`config.mk`:
```
export PLATFORM = sky130hd
export DESIGN_NAME = program_loader
export DESIGN_NICKNAME = d
export VERILOG_FILES = /design/src/rtl/program_loader.sv
export SDC_FILE = /design/constraint.sdc
export NUM_CORES = 1
export LEC_CHECK = 0
export CORE_UTILIZATION = 48
export DETAILED_ROUTE_END_ITERATION = 16
export PLACE_DENSITY = 0.76
export SYNTH_ARGS = -nofsm -noshare
export SYNTH_HDL_FRONTEND = slang
export SYNTH_SLANG_ARGS = --single-unit
```
`constraint.sdc`:
```
create_clock -name clk -period 2.45 [get_ports clk]
set_input_delay 0.3675 -clock clk [delete_from_list [all_inputs] [get_ports clk]]
set_output_delay 0.3675 -clock clk [all_outputs]
set_load 0.01 [all_outputs]
```
`src/rtl/program_loader.sv`:
```
// Streams instruction words into the instruction memory from a programmable base address.
// The core is held in reset during the load and for a flush window afterwards.
module program_loader #(
    parameter int DATA_W       = 16,
    parameter int ADDR_W       = 12,
    parameter int RESET_CYCLES = 4
) (
    input  logic              clk,
    input  logic              reset,
    input  logic              start,
    input  logic              abort,
    input  logic [ADDR_W-1:0] base_addr,
    input  logic [ADDR_W:0]   word_count,
    input  logic              in_valid,
    input  logic [DATA_W-1:0] in_data,
    output logic              in_ready,
    output logic              mem_we,
    output logic [ADDR_W-1:0] mem_addr,
    output logic [DATA_W-1:0] mem_wdata,
    output logic              cpu_reset,
    output logic              busy,
    output logic              done,
    output logic              error,
    output logic [ADDR_W:0]   loaded_count
);
    localparam int CNT_W   = ADDR_W + 1;
    localparam int SUM_W   = ADDR_W + 2;
    localparam int FLUSH_W = $clog2(RESET_CYCLES + 1);
    localparam logic [SUM_W-1:0] DEPTH = SUM_W'(1) << ADDR_W;

    typedef enum logic [1:0] {IDLE, LOAD, FLUSH, RUN} state_t;

    state_t              state_q, state_d;
    logic [ADDR_W-1:0]   base_q, base_d;
    logic [CNT_W-1:0]    count_q, count_d;
    logic [CNT_W-1:0]    idx_q, idx_d;
    logic [FLUSH_W-1:0]  flush_cnt_q, flush_cnt_d;
    logic                mem_we_q, mem_we_d;
    logic [ADDR_W-1:0]   mem_addr_q, mem_addr_d;
    logic [DATA_W-1:0]   mem_wdata_q, mem_wdata_d;
    logic                cpu_reset_q, cpu_reset_d;
    logic                done_q, done_d;
    logic                error_q, error_d;
    logic [CNT_W-1:0]    loaded_count_q, loaded_count_d;
    logic [SUM_W-1:0]    end_addr;

    // One extra bit of headroom so a huge word_count cannot wrap past the bounds check.
    assign end_addr = SUM_W'(base_addr) + SUM_W'(word_count);

    always_comb begin
        state_d        = state_q;
        base_d         = base_q;
        count_d        = count_q;
        idx_d          = idx_q;
        flush_cnt_d    = flush_cnt_q;
        mem_we_d       = 1'b0;
        mem_addr_d     = mem_addr_q;
        mem_wdata_d    = mem_wdata_q;
        done_d         = 1'b0;
        error_d        = error_q;
        loaded_count_d = loaded_count_q;
        cpu_reset_d    = (state_q != RUN);

        case (state_q)
            IDLE, RUN: begin
                if (start) begin
                    base_d         = base_addr;
                    count_d        = word_count;
                    idx_d          = '0;
                    error_d        = 1'b0;
                    loaded_count_d = '0;
                    if (end_addr > DEPTH) begin
                        error_d = 1'b1;
                    end else if (word_count == '0) begin
                        state_d     = FLUSH;
                        flush_cnt_d = FLUSH_W'(RESET_CYCLES);
                    end else begin
                        state_d = LOAD;
                    end
                end
            end
            LOAD: begin
                if (abort) begin
                    state_d = IDLE;
                    error_d = 1'b1;
                end else if (in_valid) begin
                    mem_we_d       = 1'b1;
                    mem_addr_d     = ADDR_W'({1'b0, base_q} + idx_q);
                    mem_wdata_d    = in_data;
                    idx_d          = idx_q + CNT_W'(1);
                    loaded_count_d = loaded_count_q + CNT_W'(1);
                    if (idx_q == count_q - CNT_W'(1)) begin
                        state_d     = FLUSH;
                        flush_cnt_d = FLUSH_W'(RESET_CYCLES);
                    end
                end
            end
            FLUSH: begin
                flush_cnt_d = flush_cnt_q - FLUSH_W'(1);
                if (flush_cnt_q <= FLUSH_W'(1)) begin
                    state_d = RUN;
                    done_d  = 1'b1;
                end
            end
            default: state_d = IDLE;
        endcase
    end

    always_ff @(posedge clk or posedge reset) begin
        if (reset) begin
            state_q        <= IDLE;
            base_q         <= '0;
            count_q        <= '0;
            idx_q          <= '0;
            flush_cnt_q    <= '0;
            mem_we_q       <= 1'b0;
            mem_addr_q     <= '0;
            mem_wdata_q    <= '0;
            cpu_reset_q    <= 1'b1;
            done_q         <= 1'b0;
            error_q        <= 1'b0;
            loaded_count_q <= '0;
        end else begin
            state_q        <= state_d;
            base_q         <= base_d;
            count_q        <= count_d;
            idx_q          <= idx_d;
            flush_cnt_q    <= flush_cnt_d;
            mem_we_q       <= mem_we_d;
            mem_addr_q     <= mem_addr_d;
            mem_wdata_q    <= mem_wdata_d;
            cpu_reset_q    <= cpu_reset_d;
            done_q         <= done_d;
            error_q        <= error_d;
            loaded_count_q <= loaded_count_d;
        end
    end

    assign in_ready     = (state_q == LOAD);
    assign busy         = (state_q == LOAD) || (state_q == FLUSH);
    assign mem_we       = mem_we_q;
    assign mem_addr     = mem_addr_q;
    assign mem_wdata    = mem_wdata_q;
    assign cpu_reset    = cpu_reset_q;
    assign done         = done_q;
    assign error        = error_q;
    assign loaded_count = loaded_count_q;

endmodule

```
==> results.ini <==
[logic_synthesis]
ys_seq_area_share_pct = 41.35
yosys_warnings = 0
syn-num-nets = 614
ys_types = 65
yosys-top-cells-count = 87 x dfrtp_1, 42 x nand2_1, 41 x mux2_2, 41 x nor2_1, 34 x o21ai_0
synth_seq_cells = 88
synth_edf_count = 0
avgSynthCellArea_um2 = 9.960
synth.top_cells.by_area = dfrtp_1 41%, mux2_2 8.7%, ha_1 7.3%
synth_most_common_cell = dfrtp_1
synthFlopType = dfrtp_1
yosys.area.top_type_share_pct = 40.85
syn_inst = 535
ys_async_sr_fraction_pct = 100.0
syn_area_mm2 = 0.005329
yosysTopAreaCell = dfrtp_1

[sta]
finalCriticalPeriod_ns = 2.586
fin_worst_skew_ns = 0.01741
relSlewSlack_pct = 57.61
setup_ws_ns = -0.1356
setup_viol = 5
max_freq_mhz = 386.8
maxSlewViolCount = 0
hold_violations = 0
rsz0062_at_grt = true
tightestPinTransition_ns = 0.6345
whs_ns = 0.2855
final.period_utilization_pct = 105.5

[routing]
vias = 4868
drtIter0Drc = 212
routed_wl_um = 14160
detail-route-antenna-nets = 0
viasPerCell = 5.544
wl_per_cell_um = 16.12
dr.pass1.iters = 4
drc = 0

[power_and_ir_drop]
swShare_pct = 38.56
clkPwrFrac_pct = 13.6
internal_power_w = 0.004518
peakVddDrop_mv = 0.8012
power_frac_comb_pct = 54.7
p_leak_nw = 3.416
switching_power_w = 0.002836
pwr_density_cell_mw_per_mm2 = 950.1
seq_power_share_pct = 31.7

[layout]
num-fill-cells = 810
drive_above_1_share_pct = 32.93
final_net_count = 812
multi_input_area_mm2 = 0.003289
seq_area_mm2 = 0.002206
insertedDiodeCount = 0
fin_cells = 878
syn_to_final_growth_pct = 45.25

[global_route]
antenna_found_initial = 0
gr-usage-all-layers_pct = 25.23
grt_pass1_wl_um = 22640
grt_max_degree = 36
grt_pass1_vias = 4803
grt_overflow_total = 0

[clock_tree]
root_buffer = clkbuf_8
cts_tree = done
htree_levels = 3
cts_sinks = 88
ctsHoldBuffers = 0
insertion_delay_ns = 0.38
cts_buffers = 9
path_clk_slew_ns = 0.10
clockBufferDepth = 2

[critical_path]
crit_required_ns = 2.76
cp_common_cell = a21oi_2
cp.arrival_ns = 2.89
cp_max_fo = 4
crit_path_max_incr_delay_ns = 0.52
startpoint_type = register
cp_cell_sequence = buf_6 -> or4_4 -> nor3_4 -> xnor2_2 -> o221ai_2 -> nor4_4 -> a21oi_2 -> a211oi_4 -> buf_4 -> a21oi_2 -> a21oi_2
critPathSlowestCell = or4_4
crit_type = reg -> reg
crit_path_end_kind = register

[placed_design]
pre_cts_slack_ns = -0.9183
place.gp.congestion = 0.8671
dpl.hpwl_um = 10580
dp.cells = 842
port_buffers = 92

[floorplan]
placementRows = 38
coreArea_mm2 = 0.01084
die_h_um = 107.4
die_area_mm2 = 0.01153
start_util_pct = 49.16
io_pins = 93
die_width_um = 107.4

[min_path]
hp-class = in -> reg

[run_status]
violations = setup timing
status = finished with violations

[run]
drv_cap = 0

## critical path, delay by kind of cell, from the launching register on
| kind | cells | cell delay, ns |
|---|---|---|
| simple gates | 3 | 1.05 |
| compound gates | 5 | 0.65 |
| flops | 1 | 0.40 |
| buf+inv | 2 | 0.29 |
| xor+xnor | 1 | 0.14 |
## repair_timing
item / 4_1_cts / 5_1_grt
pin swaps: 25 / 25
buffers inserted: 15 / 6
setup endpoints to repair: 8 / 22
gates cloned: 0 / 0
gates resized for setup: 65 / 29
## logic make-up after synthesis
logic type | synth area share [%]
simple gates | 16.79
compound gates | 14.23
flops | 41.35
buf+inv | 3.475
mux | 9.227
xor+xnor | 6.903
fa+ha+maj | 8.030
## cell type report
class	instances	area share [%]
Tap cell	140	2.263
Clock buffer	9	1.600
Multi-Input combinational cell	400	42.50
Clock inverter	7	0.8729
Timing Repair Buffer	200	22.57
Sequential cell	88	28.50
Inverter	34	1.697
## state kept, by name (all words and copies together) (netlist names), 2 cells and up
name / cells
state_q: 2
idx_q: 13
base_q: 12
loaded_count: 13
flush_cnt_q: 3
mem_wdata: 16
count_q: 13
mem_addr: 12
## power groups by stage
stage          clock network, W  registers, W  logic, W
3_3_place_gp                  0       0.00232   0.00351
4_1_cts                 0.00102       0.00233   0.00379
2_1_floorplan                 0       0.00242   0.00196
3_5_place_dp                  0       0.00234   0.00362
6_report                0.00100       0.00233   0.00402
5_1_grt                 0.00107       0.00240   0.00435
## placed cells by master (no fill, tap or decap), types with 6 or more instances in the layout
cell and count:
xor2_1 26, buf_4 102, a31oi_1 6, ha_4 11
o21ai_0 26, dfrtp_1 85, clkdlybuf4s50_1 73, mux2_2 40
nand3_1 8, clkbuf_8 9, nor3_1 7, dlygate4sd2_1 13
ha_1 17, nand2b_1 6, nor2_1 41, nand2_1 42
nand4_1 15, a21oi_2 7, inv_1 30, a21oi_1 24
xnor2_1 14, or3_1 7
## per-stage QoR
| step | power, W | utilization [%] | setup TNS [ns] | cell area [um^2] |
|---|---|---|---|---|
| floorplan | 0.004377 | - | 0 | 5396 |
| detailed placement | 0.005961 | 65.69 | -5.152 | 7121 |
| global route | 0.007810 | 71.40 | -1.382 | 7740 |
| CTS | 0.007148 | 70.26 | -0.3008 | 7616 |
| global placement | 0.005829 | 65.69 | -4.294 | 7121 |
| finish | 0.007354 | 71.40 | -0.5680 | 7740 |
## worst paths after layout
kind,startpoint,slack (ns),end,cells after the start
worst max register to register,count_q[1]$_DFFE_PP0P_,-0.14,flush_cnt_q[2]$_DFFE_PP0P_,11
max in group asynchronous,reset,1.41,cpu_reset$_DFF_PP1_,3
worst min-delay path,base_addr[0],0.29,base_q[0]$_DFFE_PP0P_,2
worst min register to register,mem_addr[6]$_DFFE_PP0P_,0.48,mem_addr[6]$_DFFE_PP0P_,2
worst max-delay path,count_q[1]$_DFFE_PP0P_,-0.14,flush_cnt_q[2]$_DFFE_PP0P_,11
min in group asynchronous,reset,0.41,base_q[7]$_DFFE_PP0P_,2
## layer usage
metal / track usage [%] / vias up / part of all wire [%]
met4: 7.730 / 0 / 2.1
li1: - / 2326 / -
met5: 0 / - / 0
met1: 31.35 / 2359 / 42
met2: 43.87 / 153 / 50
met3: 5.266 / 30 / 5.1
No activity file was read; power rests on OpenSTA's default activity.
